## src/rtl/i1_router_out_arb.sv

```systemverilog
// i1_router_out_arb: round-robin output-port arbiter for a 4-input router.
// A requester wins the output when its FIFO front is a head flit (001) and
// keeps it until its tail flit (110) is read. Grants do not overlap: the
// requester that was just served gets the lowest priority in the next
// arbitration.
// Optional feature: define I1_ROUTER_ARB_TIMEOUT_EN to add a stall watchdog.
// The watchdog force-releases a grant after TIMEOUT consecutive BUSY cycles
// without a read, and then pulses timeout_err for one cycle.
`timescale 1ns/1ps

module i1_router_out_arb #(
    parameter int TIMEOUT = 255
) (
    input  logic        clk,
    input  logic        rst,
    input  logic [3:0]  fifo_empty,
    input  logic [11:0] fifo_head,
    input  logic        out_busy,
    output logic [3:0]  fifo_rd,
    output logic        out_req,
    output logic [1:0]  out_sel,
    output logic        grant_valid,
    output logic        timeout_err
);

    localparam logic [2:0] FlitHead = 3'b001;
    localparam logic [2:0] FlitTail = 3'b110;

    typedef enum logic {
        IDLE = 1'b0,
        BUSY = 1'b1
    } state_e;

    state_e     state_q;
    logic [1:0] ptr_q;
    logic [1:0] sel_q;

    logic [2:0] headType [4];
    logic [3:0] eligible;
    logic       grant_d;
    logic [1:0] sel_d;
    logic       readFire;
    logic       tailRead;

    // Unpack each requester's front-flit type and decide whether it can bid.
    always_comb begin
        for (int i = 0; i < 4; i++) begin
            headType[i] = fifo_head[3*i +: 3];
            eligible[i] = ~fifo_empty[i] & (headType[i] == FlitHead);
        end
    end

    // Round-robin search from ptr+1 up to ptr. Scanning from the far end keeps the nearest eligible requester.
    always_comb begin
        grant_d = 1'b0;
        sel_d   = ptr_q;
        for (int k = 4; k >= 1; k--) begin
            if (eligible[ptr_q + 2'(k)]) begin
                grant_d = 1'b1;
                sel_d   = ptr_q + 2'(k);
            end
        end
    end

    assign grant_valid = (state_q == BUSY);
    assign out_sel     = sel_q;
    assign out_req     = grant_valid & ~fifo_empty[sel_q];
    assign readFire    = out_req & ~out_busy;
    assign fifo_rd     = readFire ? (4'b0001 << sel_q) : 4'b0000;
    assign tailRead    = readFire & (headType[sel_q] == FlitTail);

`ifdef I1_ROUTER_ARB_TIMEOUT_EN
    localparam logic [7:0] TimeoutLast = 8'(TIMEOUT - 1);

    logic [7:0] cnt_q;
    logic       terr_q;

    assign timeout_err = terr_q;

    // Arbitration FSM with stall watchdog. A forced release behaves like a tail: the owner drops to lowest priority.
    always_ff @(posedge clk or negedge rst) begin
        if (!rst) begin
            state_q <= IDLE;
            ptr_q   <= 2'd3;
            sel_q   <= 2'd0;
            cnt_q   <= 8'd0;
            terr_q  <= 1'b0;
        end else begin
            terr_q <= 1'b0;
            case (state_q)
                IDLE: begin
                    cnt_q <= 8'd0;
                    if (grant_d) begin
                        sel_q   <= sel_d;
                        state_q <= BUSY;
                    end
                end
                BUSY: begin
                    if (readFire) begin
                        cnt_q <= 8'd0;
                        if (tailRead) begin
                            state_q <= IDLE;
                            ptr_q   <= sel_q;
                        end
                    end else if (cnt_q == TimeoutLast) begin
                        state_q <= IDLE;
                        ptr_q   <= sel_q;
                        cnt_q   <= 8'd0;
                        terr_q  <= 1'b1;
                    end else begin
                        cnt_q <= cnt_q + 8'd1;
                    end
                end
                default: state_q <= IDLE;
            endcase
        end
    end
`else
    logic unusedTimeout;

    // Without the watchdog the grant is only released by a tail, and TIMEOUT has no effect.
    assign unusedTimeout = ^(8'(TIMEOUT));
    assign timeout_err   = 1'b0;

    // Arbitration FSM: grant on a head flit, release on the tail read.
    always_ff @(posedge clk or negedge rst) begin
        if (!rst) begin
            state_q <= IDLE;
            ptr_q   <= 2'd3;
            sel_q   <= 2'd0;
        end else begin
            case (state_q)
                IDLE: begin
                    if (grant_d) begin
                        sel_q   <= sel_d;
                        state_q <= BUSY;
                    end
                end
                BUSY: begin
                    if (tailRead) begin
                        state_q <= IDLE;
                        ptr_q   <= sel_q;
                    end
                end
                default: state_q <= IDLE;
            endcase
        end
    end
`endif

endmodule

```

## config.mk

```make
export PLATFORM = sky130hd
export DESIGN_NAME = i1_router_out_arb
export DESIGN_NICKNAME = d
export VERILOG_FILES = /design/src/rtl/i1_router_out_arb.sv
export SDC_FILE = /design/constraint.sdc
export NUM_CORES = 1
export LEC_CHECK = 0
export CAP_MARGIN = 20
export CORE_AREA = 2 2 39 41
export CTS_CLUSTER_DIAMETER = 60
export DETAILED_ROUTE_END_ITERATION = 7
export DIE_AREA = 0 0 41 43
export GPL_TIMING_DRIVEN = 0
export PLACE_DENSITY = 0.86
export SLEW_MARGIN = 10
export SYNTH_ARGS = -nofsm -noshare
export SYNTH_HDL_FRONTEND = slang
export SYNTH_SLANG_ARGS = --single-unit
export TNS_END_PERCENT = 10
```

## constraint.sdc

```tcl
create_clock -name clk -period 2.3 [get_ports clk]
set_input_delay 0.345 -clock clk [delete_from_list [all_inputs] [get_ports clk]]
set_output_delay 0.345 -clock clk [all_outputs]
set_load 0.02 [all_outputs]
```

==> results.toml <==
[clock_tree]
hold_buffers = 0
clkLatencyLatePin_ns = 0.25
numCtsBuffers = 3
cts_tree = "built"
clock-sinks = 5
htreeDepth = 1
clkSlewWorstSetupHoldPaths_ns = 0.05
root_buffer = "clkbuf_4"
clockBufferDepth = 2

[final_layout]
stdcell_count = 93
layout.area.seq_sq_um = 128
multiInputGateArea_sq_um = 334
num-fill-cells = 131
final_common_cell = "clkdlybuf4s50_1"
mostFrequentLayoutCells = "22 x clkdlybuf4s50_1, 3 x nand3_1, 3 x mux2i_1, 3 x clkbuf_4, 3 x dfrtp_1"
antenna_cells = 0
nets = 97
final_layout_size_suffix_gt1_share_pct = 26.0
syn2layout_area_growth_pct = 62.1

[worst_setup_path]
slowest_delay_ns = 0.65
required_ns = 1.96
start_kind = "input port"
r2r-end = "ptr_q[0]"
crit_chain = "clkdlybuf4s50_1, or2b_2, nor4_1, clkdlybuf4s50_1"
crit_slowest_cell = "clkdlybuf4s50_1"
endpoint_kind = "primary output"
crit_top_cell = "clkdlybuf4s50_1"
crit_type = "in2out"
reg2reg_from = "out_sel[0]"
regToRegSetupSlack_ns = 0.63
ff2ff_path_depth = 5
worst_ep_arrival_time_ns = 1.91
critical_path.max_fanout = 3

[floorplanning]
die_y_um = 43
num_rows = 14
core_sq_um = 1380
die_area_sq_um = 1760
start_util_pct = 35.3
ios = 28
die_w_um = 41

[hold_path]
hold_path.class = "in2async"

[synthesis]
synth-compound-area-share_pct = 10.5
synth_fa_ha_area_share_pct = 0
synth-xor-area-share_pct = 0
synth-seq-cells = 5
syn-num-nets = 66
synth_top_family_by_area = "simple AND/OR/NAND/NOR gates"
synth_area_sq_um = 488
yosysSeqAreaShare_pct = 26.2
synthCells = 47
yosys_warnings = 0
synthSimpleGateAreaFrac_pct = 41.0
synth_area_per_cell_sq_um = 10.4
muxShareOfSynthArea_pct = 16.2
yosysUniqueCellTypes = 35

[global_routing]
gr-total-overflow = 0
antenna_found_initial = 0
grt_pass1_wl_um = 2040
grt_max_degree = 10
grt_pass1_vias = 495
grt_usage_pct = 17.4

[drt]
wl_per_cell_um = 12.9
routed-via-count = 501
routed_wl_um = 1200
drc_errors = 0
antenna_left = 0
firstDrtPassIters = 4
drt_iter0_drc = 11
drt-vias-per-instance = 5.39

[timing]
finalSetupViolCount = 0
rsz0062_at_grt = "true"
drv_slew = 0
setup_ws_ns = 0.0435
fin_worst_skew_ns = 0.00551
whs_ns = 0.311
final_hold_viol_count = 0
min_period_over_period_pct = 98.1
fin_setup_tns_ns = 0
max-slew-margin-rel_pct = 62.5
finalCriticalPeriod_ns = 2.26
worst_pin_slew_ns = 0.555
max_freq_mhz = 443

[power]
powerDensity_nw_per_um2 = 842
vdd_drop_max_v = 0.000259
p_total_w = 0.000666
p_leak_nw = 0.336

[placed_design]
place_inst = 89
portBuffers = 26
place_hpwl_um = 989
place_congestion = 0.813
post-place-ws_ns = -0.275

[flow_run]
maxCapViolCount = 0

[status]
outcome = "finished clean"
==> through the flow <==
stage	utilization (%)	area, sq um
after floorplan	-	488
final	57.1	791
after detailed placement	55.5	768
after global placement	55.5	768
after CTS	57.2	792
after global routing	57.1	791
==> per-layer routing <==
metal	part of all wire [%]	GRT usage (%)	vias up
met5	0	0	-
met4	4.8	16.7	0
met3	7.1	2.09	5
met2	48	25.6	28
met1	40	20.1	224
li1	-	-	244
==> power breakdown <==
part	switching, W	internal, W
combinational	0.000173	0.000204
clock	0.0000439	0.0000661
sequential	0.0000464	0.000132
total	0.000263	0.000403
==> cells in the mapped netlist, drive strengths merged <==
cell type,n,area share (%)
buf,2,3.8
or4bb,1,2.3
and4b,1,2.1
nand3,4,5.1
conb,1,0.77
nor4,2,2.6
a21oi,1,1.0
a22oi,1,1.5
or4b,2,4.9
nor4bb,1,2.1
dfrtp,3,15
dfstp,2,11
mux2i,3,6.2
o221ai,1,1.8
a21o,1,1.5
nand4b,1,1.8
nor2,2,3.1
nor4b,3,6.7
mux4,1,4.6
mux2,2,5.4
and2b,1,1.8
inv,2,1.5
o21ai,2,2.1
nand2b,2,2.6
a31oi,1,2.6
or2b,1,1.8
and3,2,2.8
or3,1,1.5
==> critical path: cells and delay by family <==
family	cells	cell delay (ns)
buf+inv	2	1.05
simple gates	2	0.52
==> cell families after synthesis <==
| group | after synthesis |
|---|---|
| muxes | 6 |
| buffers and inverters | 4 |
| and+or+nand+nor | 24 |
| DFF | 5 |
| AOI/OAI and AO/OA | 7 |
| other | 1 |
==> timing repair <==
action,in CTS,in global routing
setup buffers,0,0
gates cloned,0,0
resized for setup,4,3
setup endpoints to repair,3,3
==> worst max path at each step <==
| stage | startpoint | end | slack (ns) | depth (start not counted) |
|---|---|---|---|---|
| global placement | fifo_empty[3] | fifo_rd[1] | -0.27 | 5 |
| global route | fifo_empty[3] | fifo_rd[3] | -0.03 | 5 |
| floorplan | out_sel[0] | fifo_rd[3] | 0.43 | 4 |
| CTS | fifo_empty[3] | fifo_rd[3] | 0.02 | 5 |
| finish | out_busy | fifo_rd[0] | 0.04 | 4 |
| detailed placement | fifo_empty[3] | fifo_rd[1] | -0.27 | 5 |
==> sequential cells by signal (all words and copies together), names as in the netlist <==
name         cells
out_sel          2
ptr_q            2
grant_valid      1
==> area by class of cell <==
type / instances / share of cell area (%)
Sequential cell: 5 / 16.1
Inverter: 2 / 0.949
Tap cell: 16 / 2.53
Timing Repair Buffer: 26 / 32.4
Buffer: 2 / 2.37
Multi-Input combinational cell: 38 / 42.2
Clock buffer: 4 / 3.32
(Power assumes the default switching activity.)
